**src/rtl/ram_fifo_pkg.sv**
```systemverilog
// Shared defaults and type definitions for the single-port-RAM FIFO controller.
// Imported by the interface, the arbiter and the top.
package ram_fifo_pkg;

    localparam int DEF_ADDR_W = 8;
    localparam int DEF_DATA_W = 8;
    localparam int DEF_DEPTH  = 1 << DEF_ADDR_W;

    // Which side wins when push and pop are both eligible in the same cycle.
    typedef enum logic {
        PRIO_POP  = 1'b0,
        PRIO_PUSH = 1'b1
    } prio_e;

    typedef struct packed {
        logic push;
        logic pop;
    } grant_t;

endpackage

```
**src/rtl/ram_fifo_ctrl_if.sv**
```systemverilog
// Producer/consumer handshake bundle of the FIFO controller.
// The master side is the producer/consumer environment; the slave side is the FIFO.
interface ram_fifo_ctrl_if
    import ram_fifo_pkg::*;
#(
    parameter int DATA_W = DEF_DATA_W
) ();

    logic              push_valid;
    logic [DATA_W-1:0] push_data;
    logic              push_ready;
    logic              pop_req;
    logic              pop_ready;
    logic              pop_valid;
    logic [DATA_W-1:0] pop_data;

    modport master (
        output push_valid, push_data, pop_req,
        input  push_ready, pop_ready, pop_valid, pop_data
    );

    modport slave (
        input  push_valid, push_data, pop_req,
        output push_ready, pop_ready, pop_valid, pop_data
    );

endinterface

```
**src/rtl/ram_fifo_ctrl_arbiter.sv**
```systemverilog
// Grants at most one side per cycle to the single RAM port.
// A contested cycle goes to the side named by prio, and prio then flips.
module fifo_arbiter
    import ram_fifo_pkg::*;
(
    input  logic   clk,
    input  logic   reset,
    input  logic   i_push_elig,
    input  logic   i_pop_elig,
    output grant_t o_grant
);

    prio_e r_prio;
    prio_e w_prio_next;
    logic  w_contested;

    assign w_contested = i_push_elig & i_pop_elig;

    // NOTE: sequential state uses non-blocking (<=) so every register samples pre-edge values.
    always_ff @(posedge clk) begin
        if (reset) begin
            r_prio <= PRIO_POP;
        end else begin
            r_prio <= w_prio_next;
        end
    end

    // NOTE: assigning a default first in every always_comb path prevents latch inference.
    always_comb begin
        w_prio_next = r_prio;
        if (w_contested) begin
            w_prio_next = (r_prio == PRIO_POP) ? PRIO_PUSH : PRIO_POP;
        end
    end

    // Grants are held low during reset so no RAM access starts in a reset cycle.
    always_comb begin
        o_grant = '0;
        if (!reset) begin
            if (w_contested) begin
                o_grant.push = (r_prio == PRIO_PUSH);
                o_grant.pop  = (r_prio == PRIO_POP);
            end else begin
                o_grant.push = i_push_elig;
                o_grant.pop  = i_pop_elig;
            end
        end
    end

endmodule

```
**src/rtl/ram_fifo_ctrl.sv**
```systemverilog
// FIFO controller over an external single-port RAM with registered read data.
// Holds the pointers, the occupancy count and the RAM port; arbitration lives in fifo_arbiter.
module ram_fifo_ctrl
    import ram_fifo_pkg::*;
#(
    parameter int ADDR_W = DEF_ADDR_W,
    parameter int DATA_W = DEF_DATA_W,
    parameter int DEPTH  = DEF_DEPTH
) (
    input  logic               clk,
    input  logic               reset,
    ram_fifo_ctrl_if.slave     fifo_if,
    output logic               full,
    output logic               empty,
    output logic [ADDR_W:0]    count,
    output logic [ADDR_W-1:0]  ram_addr,
    output logic [DATA_W-1:0]  ram_wr_data,
    output logic               ram_write_en,
    input  logic [DATA_W-1:0]  ram_rd_data
);

    localparam logic [ADDR_W:0]   DEPTH_CNT = (ADDR_W + 1)'(DEPTH);
    localparam logic [ADDR_W-1:0] LAST_PTR  = ADDR_W'(DEPTH - 1);

    logic [ADDR_W-1:0] r_wr_ptr;
    logic [ADDR_W-1:0] r_rd_ptr;
    logic [ADDR_W:0]   r_count;
    logic              r_pop_valid;

    logic   w_push_elig;
    logic   w_pop_elig;
    grant_t w_grant;

    // Full and empty come from the count only, so wrapped pointers never alias.
    assign full        = (r_count == DEPTH_CNT);
    assign empty       = (r_count == '0);
    assign count       = r_count;
    assign w_push_elig = fifo_if.push_valid & ~full;
    assign w_pop_elig  = fifo_if.pop_req & ~empty;

    fifo_arbiter u_arbiter (
        .clk         (clk),
        .reset       (reset),
        .i_push_elig (w_push_elig),
        .i_pop_elig  (w_pop_elig),
        .o_grant     (w_grant)
    );

    assign fifo_if.push_ready = w_grant.push;
    assign fifo_if.pop_ready  = w_grant.pop;
    assign fifo_if.pop_valid  = r_pop_valid;
    assign fifo_if.pop_data   = ram_rd_data;

    assign ram_write_en = w_grant.push;
    assign ram_addr     = w_grant.push ? r_wr_ptr : r_rd_ptr;
    assign ram_wr_data  = fifo_if.push_data;

    // NOTE: only control state is reset; RAM contents are external and stay as they were.
    always_ff @(posedge clk) begin
        if (reset) begin
            r_wr_ptr    <= '0;
            r_rd_ptr    <= '0;
            r_count     <= '0;
            r_pop_valid <= 1'b0;
        end else begin
            r_pop_valid <= w_grant.pop;
            if (w_grant.push) begin
                r_wr_ptr <= (r_wr_ptr == LAST_PTR) ? '0 : r_wr_ptr + ADDR_W'(1);
                r_count  <= r_count + (ADDR_W + 1)'(1);
            end
            if (w_grant.pop) begin
                r_rd_ptr <= (r_rd_ptr == LAST_PTR) ? '0 : r_rd_ptr + ADDR_W'(1);
                r_count  <= r_count - (ADDR_W + 1)'(1);
            end
        end
    end

endmodule

```
**src/flat_wrapper.sv**
```systemverilog
// flat-port wrapper written by rule: the top's interface ports become plain ports
module ram_fifo_ctrl_flat import ram_fifo_pkg::*;
#(
    parameter int ADDR_W = DEF_ADDR_W,
    parameter int DATA_W = DEF_DATA_W,
    parameter int DEPTH  = DEF_DEPTH
)
  (clk, reset, full, empty, count, ram_addr, ram_wr_data, ram_write_en, ram_rd_data, fifo_if_push_valid, fifo_if_push_data, fifo_if_pop_req, fifo_if_push_ready, fifo_if_pop_ready, fifo_if_pop_valid, fifo_if_pop_data);
  ram_fifo_ctrl_if #(.DATA_W(DATA_W)) fifo_if_i ();
  input  logic clk;
  input  logic reset;
  output logic full;
  output logic empty;
  output logic [ADDR_W:0] count;
  output logic [ADDR_W-1:0] ram_addr;
  output logic [DATA_W-1:0] ram_wr_data;
  output logic ram_write_en;
  input  logic [DATA_W-1:0] ram_rd_data;
  input wire logic [$bits(fifo_if_i.push_valid)-1:0] fifo_if_push_valid;
  input wire logic [$bits(fifo_if_i.push_data)-1:0] fifo_if_push_data;
  input wire logic [$bits(fifo_if_i.pop_req)-1:0] fifo_if_pop_req;
  output wire logic [$bits(fifo_if_i.push_ready)-1:0] fifo_if_push_ready;
  output wire logic [$bits(fifo_if_i.pop_ready)-1:0] fifo_if_pop_ready;
  output wire logic [$bits(fifo_if_i.pop_valid)-1:0] fifo_if_pop_valid;
  output wire logic [$bits(fifo_if_i.pop_data)-1:0] fifo_if_pop_data;
  assign fifo_if_i.push_valid = fifo_if_push_valid;
  assign fifo_if_i.push_data = fifo_if_push_data;
  assign fifo_if_i.pop_req = fifo_if_pop_req;
  assign fifo_if_push_ready = fifo_if_i.push_ready;
  assign fifo_if_pop_ready = fifo_if_i.pop_ready;
  assign fifo_if_pop_valid = fifo_if_i.pop_valid;
  assign fifo_if_pop_data = fifo_if_i.pop_data;
  ram_fifo_ctrl #(.ADDR_W(ADDR_W), .DATA_W(DATA_W), .DEPTH(DEPTH)) u_core (.clk(clk), .reset(reset), .fifo_if(fifo_if_i), .full(full), .empty(empty), .count(count), .ram_addr(ram_addr), .ram_wr_data(ram_wr_data), .ram_write_en(ram_write_en), .ram_rd_data(ram_rd_data));
endmodule
```
**config.mk**
```make
export PLATFORM = sky130hd
export DESIGN_NAME = ram_fifo_ctrl_flat
export DESIGN_NICKNAME = d
export VERILOG_FILES = /design/src/rtl/ram_fifo_pkg.sv /design/src/rtl/ram_fifo_ctrl_if.sv /design/src/rtl/ram_fifo_ctrl_arbiter.sv /design/src/rtl/ram_fifo_ctrl.sv /design/src/flat_wrapper.sv
export SDC_FILE = /design/constraint.sdc
export NUM_CORES = 1
export LEC_CHECK = 0
export BUFFER_PORTS_ARGS = -buffer_cell sky130_fd_sc_hd__buf_2
export CORE_MARGIN = 10
export CORE_UTILIZATION = 45
export CTS_BUF_LIST = sky130_fd_sc_hd__clkbuf_8
export DETAILED_ROUTE_END_ITERATION = 10
export PLACE_DENSITY = 0.83
export SETUP_SLACK_MARGIN = 0.3
export SLEW_MARGIN = 20
export SYNTH_ARGS = -nofsm -noshare
export SYNTH_HDL_FRONTEND = slang
export SYNTH_SLANG_ARGS = --single-unit
export TNS_END_PERCENT = 20
```
**constraint.sdc**
```tcl
create_clock -name clk -period 2.92 [get_ports clk]
set_input_delay 0.292 -clock clk [delete_from_list [all_inputs] [get_ports clk]]
set_output_delay 0.292 -clock clk [all_outputs]
set_load 0.02 [all_outputs]
```
==> flow_summary.toml <==
[placed_design]
place_area_um2 = 1950
portBuffers = 26
place_congestion = 0.857
hpwl_mm = 3.20

[hold_path]
hold_start = "fifo_if_pop_req"
whs_path_depth = 4
hold_path_class = "input pin to flip-flop"
min_to = "u_core.u_arbiter.r_prio$_SDFFE_PP0P_"

[clock_tree]
cts-root-buf = "clkbuf_8"
clk_pin_slew_worst_paths_ns = 0.10
tritoncts = "built"
cts_hold_buf = 0
clock_sinks = 27
clock_path_buffers = 2
cts_max_level = 1
numCtsBuffers = 3
clk_latency_ns = 0.28

[worst_setup_path]
endpoint_kind = "flip-flop"
rr_endpoint = "u_core.count[8]$_SDFFE_PP0P_"
cpMostUsedCell = "mux2i_1"
crit_slowest_cell = "dfxtp_1"
r2r-start = "u_core.count[4]$_SDFFE_PP0P_"
crit_buf_inv = 1
start_kind = "flip-flop"
critPathLaunch = "u_core.count[4]$_SDFFE_PP0P_"
crit_family = "compound AO/OA/AOI/OAI gates"
crit_chain = "nor4_4 -> buf_4 -> a211o_1 -> and2_2 -> ha_4 -> a21oi_2 -> o2111a_1 -> nor2_1 -> mux2i_1 -> mux2i_1"
worstPathArrival_ns = 2.77
cpPeakStageDelay_ns = 0.49
reg2reg_slack_ns = 0.36
reg2regPathDepth = 10
cp.required_ns = 3.13
critPathMaxFanout = 5
worst-setup-path-type = "flip-flop to flip-flop"

[route]
first_pass_iters = 4
via_count = 1563
final_antenna_net_count = 0
wl_mm = 4.19
drc = 0
first_iter_violations = 106
viasPerCell = 5.39
wl_per_cell_um = 14.4

[finish]
drive_above_1_share_pct = 25.8
postLayoutCellArea_um2 = 2050
syn2layout_area_growth_pct = 12.5
nets = 271
diodes = 0

[logic_synthesis]
synth_edf_count = 0
ys_warn_count = 0
mappedNetlistArea_um2 = 1820
synth-main-ff-cell = "dfxtp_1"
synth_cell_types = 41
synth_top_area_share_pct = 29.7
synth_area_leaders = "dfxtp_1, buf_4, nand2_1"
synthTopCellsByCount = "nand2_1, dfxtp_1, nor2_1, buf_4, nand3_1"
ys_seq_area_share_pct = 29.7
yosysTopAreaCell = "dfxtp_1"
netlist_instances = 225
avgSynthCellArea_um2 = 8.08
synthArstFlopShare_pct = 0
ys_ff_latch = 27
synth_nets = 255
yosysMostFrequentCell = "nand2_1"

[pwr]
pwr-share-clk_pct = 12.0
ir_worst_vdd_mv = 0.595
switching_share_pct = 45.5
seqPwrFrac_pct = 30.6
combPwrFrac_pct = 57.5
p_per_area_nw_per_um2 = 918
intPower_mw = 1.02
power_leakage_nw = 0.879
p_switching_mw = 0.854

[global_route]
antenna_found_initial = 0
grt_pass1_wl_mm = 7.00
grt_pass1_vias = 1497
grtUsageTotal_pct = 11.6
grt-ovfl-total = 0
grt_max_degree = 21

[sta]
finClkSkew_ns = 0.00428
timing.final.hold_violations = 0
setup_viol = 0
period_share_pct = 87.7
fin_setup_tns_ns = 0
period_minus_slack_ns = 2.56
report.final.slew_viol_count = 0
rsz0062_at_grt = "yes"
fmax_ghz = 0.391
relSlewSlack_pct = 66.8
worst_pin_slew_ns = 0.494

[die]
die_x_um = 83.6
initial_core_util_pct = 46.1
fp-row-count = 23
dieHeight_um = 83.6
boundaryPins = 59
dieArea_um2 = 6980
coreArea_um2 = 3940

[run]
maxCapViolCount = 0

[run_status]
status = "finished, final reports clean"
==> per-layer routing <==
layer / GRT usage (%) / up-vias / part of all wire [%]
met4: 4.87 / 0 / 1.3
met3: 2.73 / 11 / 4.0
met1: 13.0 / 725 / 43
met5: 0 / - / 0
li1: - / 796 / -
met2: 20.3 / 31 / 51
==> cell type report <==
type                       instances  area, um2
inverter                          12       50.0
clock buffer                       3       41.3
sequential                        27        548
fill                             352       1900
multi-input combinational        163       1150
tap                               50       62.6
timing repair buffer              34        190
clock inverter                     1       7.51
==> flip-flops by register name, summed over array words and instances (netlist names) <==
register,cells
u_core.u_arbiter.r_prio,1
u_core.fifo_if.pop_valid,1
u_core.r_wr_ptr,8
u_core.count,9
u_core.r_rd_ptr,8
==> layout by cell type (no fill, tap or decap), types with 4 or more instances in the layout <==
cell type	Yosys	routed
xnor2_1	6	6
buf_4	17	8
dfxtp_2	0	6
inv_1	11	11
a21oi_1	6	5
nand2_1	34	34
nand3_1	16	16
xor2_1	11	11
ha_4	0	4
nor3_1	4	4
mux2i_1	8	8
and3_1	4	4
nor2_1	24	24
ha_1	9	5
dfxtp_1	27	21
o21ai_0	6	6
buf_2	2	26
==> power groups by stage <==
stage | sequential, mW | clock [mW] | combinational [mW]
after detailed placement | 0.579 | 0 | 1.00
after CTS | 0.572 | 0.226 | 1.04
after floorplan | 0.624 | 0 | 0.766
after global placement | 0.574 | 0 | 0.974
after global routing | 0.587 | 0.245 | 1.19
final | 0.575 | 0.225 | 1.08
==> through the flow <==
stage	worst slack (ns)	utilization [%]	hold WS, ns	instances	total power [mW]
after detailed placement	0.312	49.4	0.503	280	1.58
after global placement	0.406	49.4	0.490	280	1.55
final	0.360	51.9	0.348	290	1.88
after global routing	0.259	51.9	0.369	290	2.02
after floorplan	0.310	-	0.474	225	1.39
after CTS	0.314	51.0	0.357	286	1.84
==> worst register-to-register path, cell delays in order (launching register included) <==
cell and delay, ns:
dfxtp_1 0.49, nor4_4 0.06, buf_4 0.16, a211o_1 0.30
and2_2 0.24, ha_4 0.30, a21oi_2 0.07, o2111a_1 0.25
nor2_1 0.17, mux2i_1 0.25, mux2i_1 0.20
==> worst max-delay path by stage <==
stage / endpoint / slack (ns) / depth (start not counted)
finish: u_core.count[8]$_SDFFE_PP0P_ / 0.36 / 10
global route: u_core.count[8]$_SDFFE_PP0P_ / 0.26 / 10
CTS: u_core.count[8]$_SDFFE_PP0P_ / 0.31 / 9
detailed placement: u_core.count[8]$_SDFFE_PP0P_ / 0.31 / 9
global placement: u_core.count[8]$_SDFFE_PP0P_ / 0.41 / 9
floorplan: u_core.count[8]$_SDFFE_PP0P_ / 0.31 / 10
==> what timing repair did <==
action,CTS,global route
endpoints found under the setup margin,1,7
buffers inserted,2,3
pin swaps,1,2
gates resized for setup,0,1
hold endpoints to repair,0,0
cloned,0,1
==> kinds of logic after synthesis <==
logic type	Yosys count	synth area share [%]
compound gates	30	12.9
xor+xnor	17	8.19
fa+ha+maj	10	7.30
buf+inv	36	11.8
flops	27	29.7
mux	8	4.40
simple gates	97	25.7
(Power assumes the default switching activity.)
